### src/rtl/face_detect_div_pkg.sv
// Shared widths, FSM encoding and saturation limits for the face_detect
// 24s / 8s -> 16s sequential divider.
package face_detect_div_pkg;

    localparam int DIVIDEND_WIDTH = 24;
    localparam int DIVISOR_WIDTH  = 8;
    localparam int QUOTIENT_WIDTH = 16;
    localparam int CNT_WIDTH      = 5;

    localparam logic [CNT_WIDTH-1:0]      LAST_STEP = 5'd23;
    localparam logic [QUOTIENT_WIDTH-1:0] QMAX      = 16'h7FFF;
    localparam logic [QUOTIENT_WIDTH-1:0] QMIN      = 16'h8000;

    typedef enum logic [1:0] {
        IDLE = 2'd0,
        CALC = 2'd1,
        FIX  = 2'd2,
        DONE = 2'd3
    } state_t;

    // Unsigned magnitude without a sign bit, so -8388608 maps to 24'h800000.
    function automatic logic [DIVIDEND_WIDTH-1:0] mag_dividend(input logic [DIVIDEND_WIDTH-1:0] v);
        return v[DIVIDEND_WIDTH-1] ? (~v + 24'd1) : v;
    endfunction

    function automatic logic [DIVISOR_WIDTH-1:0] mag_divisor(input logic [DIVISOR_WIDTH-1:0] v);
        return v[DIVISOR_WIDTH-1] ? (~v + 8'd1) : v;
    endfunction

endpackage

### src/rtl/face_detect_div_24s_8s_16_seq_if.sv
// Operand/result bundle of the sequential divider. Both sides use valid/ready:
// a transfer happens on a ce-qualified rising edge where valid and ready are both high.
interface face_detect_div_24s_8s_16_seq_if;
    import face_detect_div_pkg::*;

    logic                      din_vld;
    logic                      din_rdy;
    logic [DIVIDEND_WIDTH-1:0] dividend;
    logic [DIVISOR_WIDTH-1:0]  divisor;
    logic                      dout_vld;
    logic                      dout_rdy;
    logic [QUOTIENT_WIDTH-1:0] quotient;
    logic [DIVISOR_WIDTH-1:0]  remainder;
    logic                      ovf;
    logic                      div_zero;

    modport slave (
        input  din_vld, dividend, divisor, dout_rdy,
        output din_rdy, dout_vld, quotient, remainder, ovf, div_zero
    );

    modport master (
        output din_vld, dividend, divisor, dout_rdy,
        input  din_rdy, dout_vld, quotient, remainder, ovf, div_zero
    );

endinterface

### src/rtl/face_detect_div_step.sv
// One restoring radix-2 step: shift the next dividend bit into the partial
// remainder and keep the trial subtraction when it does not go negative.
module face_detect_div_step
    import face_detect_div_pkg::*;
(
    input  logic [DIVISOR_WIDTH:0]   i_prem,
    input  logic [DIVISOR_WIDTH-1:0] i_dsr,
    input  logic                     i_bit,
    output logic [DIVISOR_WIDTH:0]   o_prem,
    output logic                     o_qbit
);

    logic [DIVISOR_WIDTH+1:0] w_sh;
    logic [DIVISOR_WIDTH+2:0] w_diff;

    assign w_sh   = {i_prem, i_bit};
    assign w_diff = {1'b0, w_sh} - {3'b000, i_dsr};
    assign o_qbit = ~w_diff[DIVISOR_WIDTH+2];
    assign o_prem = o_qbit ? w_diff[DIVISOR_WIDTH:0] : w_sh[DIVISOR_WIDTH:0];

endmodule

### src/rtl/face_detect_div_24s_8s_16_seq.sv
// Sequential signed divider, truncating toward zero with a saturated 16-bit
// quotient; one quotient bit per ce-qualified cycle.
module face_detect_div_24s_8s_16_seq
    import face_detect_div_pkg::*;
(
    input  logic   clk,
    input  logic   reset_n,
    input  logic   ce,
    face_detect_div_24s_8s_16_seq_if.slave div_if,
    output state_t o_dbg_state
);

    localparam logic signed [DIVIDEND_WIDTH:0] Q_HI = 25'sd32767;
    localparam logic signed [DIVIDEND_WIDTH:0] Q_LO = -25'sd32768;

    state_t                    r_state;
    logic [CNT_WIDTH-1:0]      r_cnt;
    logic [DIVIDEND_WIDTH-1:0] r_dvd;
    logic [DIVISOR_WIDTH-1:0]  r_dsr;
    logic [DIVISOR_WIDTH:0]    r_prem;
    logic [DIVISOR_WIDTH-1:0]  r_dvd_lo;
    logic                      r_dvd_neg;
    logic                      r_dsr_neg;
    logic                      r_dz;
    logic                      r_din_rdy;
    logic                      r_dout_vld;
    logic [QUOTIENT_WIDTH-1:0] r_quotient;
    logic [DIVISOR_WIDTH-1:0]  r_remainder;
    logic                      r_ovf;
    logic                      r_div_zero;

    logic [DIVISOR_WIDTH:0]           w_prem_nxt;
    logic                             w_qbit;
    logic                             w_q_neg;
    logic [DIVIDEND_WIDTH:0]          w_q_mag;
    logic signed [DIVIDEND_WIDTH:0]   w_q_s;
    logic [DIVISOR_WIDTH-1:0]         w_rem;

    face_detect_div_step u_step (
        .i_prem (r_prem),
        .i_dsr  (r_dsr),
        .i_bit  (r_dvd[DIVIDEND_WIDTH-1]),
        .o_prem (w_prem_nxt),
        .o_qbit (w_qbit)
    );

    // r_dvd doubles as the quotient: dividend bits leave at the top while
    // quotient bits enter at the bottom, so after 24 steps it holds |q|.
    assign w_q_neg = r_dvd_neg ^ r_dsr_neg;
    assign w_q_mag = {1'b0, r_dvd};
    assign w_q_s   = w_q_neg ? $signed(25'd0 - w_q_mag) : $signed(w_q_mag);
    assign w_rem   = r_dvd_neg ? (8'd0 - r_prem[DIVISOR_WIDTH-1:0]) : r_prem[DIVISOR_WIDTH-1:0];

    always_ff @(posedge clk or negedge reset_n) begin
        if (!reset_n) begin
            r_state     <= IDLE;
            r_cnt       <= '0;
            r_dvd       <= '0;
            r_dsr       <= '0;
            r_prem      <= '0;
            r_dvd_lo    <= '0;
            r_dvd_neg   <= 1'b0;
            r_dsr_neg   <= 1'b0;
            r_dz        <= 1'b0;
            r_din_rdy   <= 1'b1;
            r_dout_vld  <= 1'b0;
            r_quotient  <= '0;
            r_remainder <= '0;
            r_ovf       <= 1'b0;
            r_div_zero  <= 1'b0;
        end else if (ce) begin
            case (r_state)
                IDLE: begin
                    if (div_if.din_vld) begin
                        r_dvd     <= mag_dividend(div_if.dividend);
                        r_dsr     <= mag_divisor(div_if.divisor);
                        r_dvd_neg <= div_if.dividend[DIVIDEND_WIDTH-1];
                        r_dsr_neg <= div_if.divisor[DIVISOR_WIDTH-1];
                        r_dvd_lo  <= div_if.dividend[DIVISOR_WIDTH-1:0];
                        r_dz      <= (div_if.divisor == '0);
                        r_prem    <= '0;
                        r_cnt     <= '0;
                        r_din_rdy <= 1'b0;
                        r_state   <= (div_if.divisor == '0) ? FIX : CALC;
                    end
                end
                CALC: begin
                    r_prem <= w_prem_nxt;
                    r_dvd  <= {r_dvd[DIVIDEND_WIDTH-2:0], w_qbit};
                    if (r_cnt == LAST_STEP) begin
                        r_state <= FIX;
                    end else begin
                        r_cnt <= r_cnt + 5'd1;
                    end
                end
                FIX: begin
                    if (r_dz) begin
                        r_quotient  <= r_dvd_neg ? QMIN : QMAX;
                        r_remainder <= r_dvd_lo;
                        r_ovf       <= 1'b0;
                        r_div_zero  <= 1'b1;
                    end else begin
                        if (w_q_s > Q_HI) begin
                            r_quotient <= QMAX;
                            r_ovf      <= 1'b1;
                        end else if (w_q_s < Q_LO) begin
                            r_quotient <= QMIN;
                            r_ovf      <= 1'b1;
                        end else begin
                            r_quotient <= w_q_s[QUOTIENT_WIDTH-1:0];
                            r_ovf      <= 1'b0;
                        end
                        r_remainder <= w_rem;
                        r_div_zero  <= 1'b0;
                    end
                    r_state <= DONE;
                end
                DONE: begin
                    // First DONE cycle raises dout_vld; consumption only counts once it is visible.
                    if (!r_dout_vld) begin
                        r_dout_vld <= 1'b1;
                    end else if (div_if.dout_rdy) begin
                        r_dout_vld <= 1'b0;
                        r_din_rdy  <= 1'b1;
                        r_state    <= IDLE;
                    end
                end
                default: r_state <= IDLE;
            endcase
        end
    end

    assign div_if.din_rdy   = r_din_rdy;
    assign div_if.dout_vld  = r_dout_vld;
    assign div_if.quotient  = r_quotient;
    assign div_if.remainder = r_remainder;
    assign div_if.ovf       = r_ovf;
    assign div_if.div_zero  = r_div_zero;
    assign o_dbg_state      = r_state;

endmodule

### src/flat_wrapper.sv
// flat-port wrapper written by rule: the top's interface ports become plain ports
module face_detect_div_24s_8s_16_seq_flat import face_detect_div_pkg::*;
  (clk, reset_n, ce, o_dbg_state, div_if_din_vld, div_if_dividend, div_if_divisor, div_if_dout_rdy, div_if_din_rdy, div_if_dout_vld, div_if_quotient, div_if_remainder, div_if_ovf, div_if_div_zero);
  face_detect_div_24s_8s_16_seq_if div_if_i ();
  input  logic clk;
  input  logic reset_n;
  input  logic ce;
  output state_t o_dbg_state;
  input wire logic [$bits(div_if_i.din_vld)-1:0] div_if_din_vld;
  input wire logic [$bits(div_if_i.dividend)-1:0] div_if_dividend;
  input wire logic [$bits(div_if_i.divisor)-1:0] div_if_divisor;
  input wire logic [$bits(div_if_i.dout_rdy)-1:0] div_if_dout_rdy;
  output wire logic [$bits(div_if_i.din_rdy)-1:0] div_if_din_rdy;
  output wire logic [$bits(div_if_i.dout_vld)-1:0] div_if_dout_vld;
  output wire logic [$bits(div_if_i.quotient)-1:0] div_if_quotient;
  output wire logic [$bits(div_if_i.remainder)-1:0] div_if_remainder;
  output wire logic [$bits(div_if_i.ovf)-1:0] div_if_ovf;
  output wire logic [$bits(div_if_i.div_zero)-1:0] div_if_div_zero;
  assign div_if_i.din_vld = div_if_din_vld;
  assign div_if_i.dividend = div_if_dividend;
  assign div_if_i.divisor = div_if_divisor;
  assign div_if_i.dout_rdy = div_if_dout_rdy;
  assign div_if_din_rdy = div_if_i.din_rdy;
  assign div_if_dout_vld = div_if_i.dout_vld;
  assign div_if_quotient = div_if_i.quotient;
  assign div_if_remainder = div_if_i.remainder;
  assign div_if_ovf = div_if_i.ovf;
  assign div_if_div_zero = div_if_i.div_zero;
  face_detect_div_24s_8s_16_seq u_core (.clk(clk), .reset_n(reset_n), .ce(ce), .div_if(div_if_i), .o_dbg_state(o_dbg_state));
endmodule
### config.mk
export PLATFORM = sky130hd
export DESIGN_NAME = face_detect_div_24s_8s_16_seq_flat
export DESIGN_NICKNAME = d
export VERILOG_FILES = /design/src/rtl/face_detect_div_pkg.sv /design/src/rtl/face_detect_div_24s_8s_16_seq_if.sv /design/src/rtl/face_detect_div_step.sv /design/src/rtl/face_detect_div_24s_8s_16_seq.sv /design/src/flat_wrapper.sv
export SDC_FILE = /design/constraint.sdc
export NUM_CORES = 1
export LEC_CHECK = 0
export CAP_MARGIN = 20
export CORE_MARGIN = 1.5
export CORE_UTILIZATION = 41
export CTS_CLUSTER_DIAMETER = 40
export DETAILED_ROUTE_END_ITERATION = 7
export PLACE_DENSITY_LB_ADDON = 0.2
export SLEW_MARGIN = 20
export SYNTH_ARGS = -nofsm -noshare
export SYNTH_HDL_FRONTEND = slang
export SYNTH_HIERARCHICAL = 1
export SYNTH_SLANG_ARGS = --single-unit
### constraint.sdc
create_clock -name clk -period 3 [get_ports clk]
set_input_delay 0.75 -clock clk [delete_from_list [all_inputs] [get_ports clk]]
set_output_delay 0.75 -clock clk [all_outputs]
set_load 0.01 [all_outputs]
# Word level (Yosys, flattened, before mapping)

Index checks and enable logic that the tools add are counted.

Bits in registers: 87
Bits of input ports: 37
Output and inout bits: 30
Logic and storage cells: 80

Muxes and demuxes: 33
Bitwise logic cells: 4
Eq/ne operators: 9
$add $sub $neg: 6
Reductions and logical operators: 11
Magnitude comparators: 2

Operator list:

| kind                    | count |
|---|---|
| $mux W16                | 4 |
| $mux W24                | 2 |
| $pmux W24 S2            | 1 |
| $gt A25 B16 Y1 const B  | 1 |
| $lt A25 B16 Y1 const B  | 1 |
| $mux W25                | 1 |
| $sub A1 B24 Y25 const A | 1 |
| $add A24 B1 Y24 const B | 1 |
| $mux W8                 | 3 |
| $not A24 Y24            | 1 |
| $mux W9                 | 2 |
| $pmux W9 S2             | 1 |
| $sub A10 B8 Y11         | 1 |
| $mux W2                 | 5 |
| $mux W5                 | 2 |
| $pmux W5 S2             | 1 |
| $reduce_and A5 Y1       | 2 |
| $mux W1                 | 9 |
| $add A8 B1 Y8 const B   | 1 |
| $logic_not A8 Y1        | 1 |
| $not A8 Y8              | 1 |
| $pmux W2 S4             | 1 |
| $sub A1 B8 Y8 const A   | 1 |
| $ne A2 B2 Y1 const B    | 3 |
| 13 further kinds        | 18 |

# Logic depth before layout (Yosys ltp)

Depth after elaboration: 6
Mapped depth: 11
Depth with buffers taken out: 10

# Modules after synthesis

Netlist, hierarchy kept.

Modules (own cells, without submodules):

| module                        | area each (µm²) | seq. area each (µm²) | instances | cells an instance |
|---|---|---|---|---|
| face_detect_div_24s_8s_16_seq | 5609.1          | 2178.3               | 1         | 657 |
| face_detect_div_step          | 550.5           | 0.0                  | 1         | 65 |

# Worst setup path before layout

OpenSTA, ideal clock, no wires.

Path type: input -> register
Start point: in div_if_dividend[4]
End point: reg u_core.r_dvd[21]
Path buffers: 0
Path slack: 0.136 ns
Stages on the path: 7
Arrival: 2.739 ns
Cells stage by stage: or3_1 > or4_1 > or3_1 > or2_1 > o41ai_1 > xor2_1 > a21oi_1

Word-level cells in the longest chain between the ends: 5

Ends and longest elaborated chain:

| what                 | line                                | source |
|---|---|---|
| from (decl)          | flat_wrapper.sv:10                  | `input wire logic [$bits(div_if_i.dividend)-1:0] div_if_dividend;` |
| $not A24 Y24         | face_detect_div_pkg.sv:23           | `return v[DIVIDEND_WIDTH-1] ? (~v + 24'd1) : v;` |
| $add A24 B1 Y24      | face_detect_div_pkg.sv:23           |  |
| $mux W24             | face_detect_div_pkg.sv:23           |  |
| $mux W24             | face_detect_div_24s_8s_16_seq.sv:74 | `if (div_if.din_vld) begin` |
| $pmux W24 S2         | face_detect_div_24s_8s_16_seq.sv:72 | `case (r_state)` |
| to (signal assigned) | face_detect_div_24s_8s_16_seq.sv:75 | `r_dvd <= mag_dividend(div_if.dividend);` |
| to (signal assigned) | face_detect_div_24s_8s_16_seq.sv:89 | `r_dvd <= {r_dvd[DIVIDEND_WIDTH-2:0], w_qbit};` |
| to (decl)            | face_detect_div_24s_8s_16_seq.sv:18 | `logic [DIVIDEND_WIDTH-1:0] r_dvd;` |

Every way passes these cells. The select of a mux whose other input is x is not followed.
A chain may end at the register's enable or synchronous reset.

# Final worst setup path

Start point: in div_if_dividend[4]
End point: reg u_core.r_dvd[19]

The elaborated chain is that of the path after synthesis.

==> flow_summary.ini <==
[cells_and_area]
layout_common_cells = 102 x nand2_1, 86 x dfrtp_1, 72 x o21ai_0, 69 x buf_4, 64 x clkdlybuf4s50_1
areaGrowthSynthToFinish_pct = 24.2
drive_above_1_share = 0.164
fillCellCount = 1356
antenna_cells = 0
layout_commonest_cell = nand2_1
final_cells = 1002
fin_area_sq_um = 7650
nets = 869

[route]
wirelength_um = 17400
viasPerCell = 5.76
ant_nets = 0
first_pass_iters = 5
drt_iter0_markers = 412
wl_per_cell_um = 17.4
num_vias = 5772
post-route-drc-count = 0

[floorplanning]
core_sq_um = 14600
dieWidth_um = 126
start_util = 0.422
ios = 67
die-area_sq_um = 15800
die_h_um = 126
num_rows = 44

[clock_tree]
cts_num_sinks = 87
cts_max_path_buffers = 2
cts-buffers-inserted = 9
insertion_delay_ns = 0.34
cts-root-buf = clkbuf_16
htree_levels = 3
hold_buffers = 0
tritoncts = done
clkSlewWorstSetupHoldPaths_ns = 0.06

[logic_synthesis]
synth-compound-area-share = 0.231
synth_mux_area_frac = 0.0498
ys_ff_latch = 87
ys_seq_area_frac = 0.354
synth_top_area_share = 0.349
yosys_warnings = 6
ys.flop_type = dfrtp_1
synth_nets = 777
yosys.area.top_type = dfrtp_1
synth-simple-area-share = 0.198
yosys-top-cells-area = dfrtp_1 35%, nand2_1 6.2%, o21ai_0 5.9%
syn_inst = 722
synth-xor-area-share = 0.0739
synth_edf_count = 0
async_flop_share = 1.00
synth_fa_ha_area_frac = 0.0378
ys_types = 76
synth_top_family_by_area = compound AO/OA/AOI/OAI gates
syn_area_per_cell_sq_um = 8.53
syn_area_sq_um = 6160

[global_route]
antenna_found_initial = 0
grt_pass1_vias = 5721
grt_overflow = 0
grt_use_total = 0.224
grt_pass1_wl_um = 28400
grt_max_degree = 40

[sta]
worst_slack_ns = 0.0387
setup_viol = 0
max_freq_mhz = 338
slew-limit-headroom = 0.503
fin_crit_ns = 2.96
drv_slew = 0
worst_pin_slew_ns = 0.738
skew_ns = 0.00954
hold_viol = 0
period_share = 0.987

[power]
p_leak_nw = 3.28
power_density_nw_per_um2 = 1130
irDropWorstVdd_v = 0.000615

[critical_path]
crit_path_start_kind = primary input
cp_data_arrival_time_ns = 3.18
required_ns = 3.22
reg2reg_from = u_core/r_dvd[18]
rrSetupSlack_ns = 0.21
reg2reg_depth = 9
path_class = in -> reg
crit_path_max_fanout = 2
r2r-end = u_core/div_if.quotient[5]
cp-end-kind = flop

[run_status]
status = finished clean

[worst_hold_path]
hold_class = in -> async

[flow_run]
maxCapViolations = 0

[place]
dpl.cell_count = 987
dp_hpwl_um = 13200
dpl_cell_area_sq_um = 7310
gp_congestion = 0.847
place_ws_ns = -0.417
portBuffers = 66
[stage by stage]
stage / utilization / TNS [ns] / hold WS, ns / total power [mW]
after floorplan: - / 0 / 0.450 / 5.84
after global placement: 0.501 / -1.94 / 0.462 / 7.27
after detailed placement: 0.501 / -2.29 / 0.469 / 7.40
after CTS: 0.522 / 0 / 0.382 / 8.62
after global routing: 0.524 / -0.0150 / 0.405 / 9.30
final: 0.524 / 0 / 0.364 / 8.61
[layer usage]
| metal | vias to the layer above | GRT usage | wire length (um) |
|---|---|---|---|
| li1 | 2774 | - | - |
| met1 | 2810 | 0.282 | 7720 |
| met2 | 166 | 0.396 | 8750 |
| met3 | 22 | 0.0347 | 653 |
| met4 | 0 | 0.0662 | 296 |
| met5 | - | 0 | 0 |
[cells in the mapped netlist, types with 8 or more instances]
cell type	count
a21oi_1	39
a22o_1	8
clkbuf_1	40
dfrtp_1	86
ha_1	17
inv_1	24
mux2_2	9
mux2i_1	10
nand2_1	102
nand3_1	16
nand4_1	11
nor2_1	53
nor3_1	16
o21ai_0	72
o311ai_2	8
o31ai_1	17
xnor2_1	14
xor2_1	38
[sequential cells by signal, summed over array words and instances, names as in the netlist]
signal / cells
u_core/r_dvd: 24
u_core/div_if.quotient: 16
u_core/r_prem: 9
u_core/div_if.remainder: 8
u_core/r_dsr: 8
u_core/r_dvd_lo: 8
u_core/r_cnt: 5
u_core/o_dbg_state: 2
u_core/div_if.din_rdy: 1
u_core/div_if.div_zero: 1
u_core/div_if.dout_vld: 1
u_core/div_if.ovf: 1
u_core/r_dsr_neg: 1
u_core/r_dvd_neg: 1
u_core/r_dz: 1
[worst max-delay path, stage by stage]
cell             delay [ns]
clkdlybuf4s50_1        0.42
or3_1                  0.40
or4_4                  0.45
or3_1                  0.37
or2_1                  0.25
buf_4                  0.15
o21ai_2                0.13
xor2_1                 0.18
a21oi_1                0.08
[area by class of cell]
type | count | area [sq um] | share of cell area
clock inverters | 3 | 42.5 | 0.00556
repair buffers | 134 | 1170 | 0.153
clock buffers | 12 | 256 | 0.0335
multi-input cells | 557 | 3670 | 0.481
flip-flops and latches | 87 | 2180 | 0.285
inverters | 25 | 93.8 | 0.0123
well taps | 184 | 230 | 0.0301
[worst max path at each step]
stage | from | endpoint
2_1_floorplan | div_if_dividend[4] | u_core/r_dvd[21]
3_3_place_gp | div_if_dividend[2] | u_core/r_dvd[21]
3_5_place_dp | div_if_dividend[2] | u_core/r_dvd[21]
4_1_cts | div_if_dividend[2] | u_core/r_dvd[23]
5_1_grt | div_if_dividend[4] | u_core/r_dvd[19]
6_report | div_if_dividend[4] | u_core/r_dvd[19]
[where the power goes]
| part | switching, mW | internal, mW | total (mW) |
|---|---|---|---|
| combinational | 2.94 | 2.39 | 5.33 |
| sequential | 0.458 | 1.68 | 2.13 |
| clock | 0.465 | 0.686 | 1.15 |
[cells by family after synthesis]
logic type	Yosys count
flip-flops	87
adder cells (fa/ha/maj)	18
AO/OA/AOI/OAI	208
AND/OR/NAND/NOR	253
multiplexers	26
buffers and inverters	78
XOR/XNOR	52
[what timing repair did]
item	in CTS	in global routing
pin swaps	0	0
gates resized for setup	3	8
endpoints found under the setup margin	5	20
buffers inserted	0	0
No activity file was read; power rests on OpenSTA's default activity.
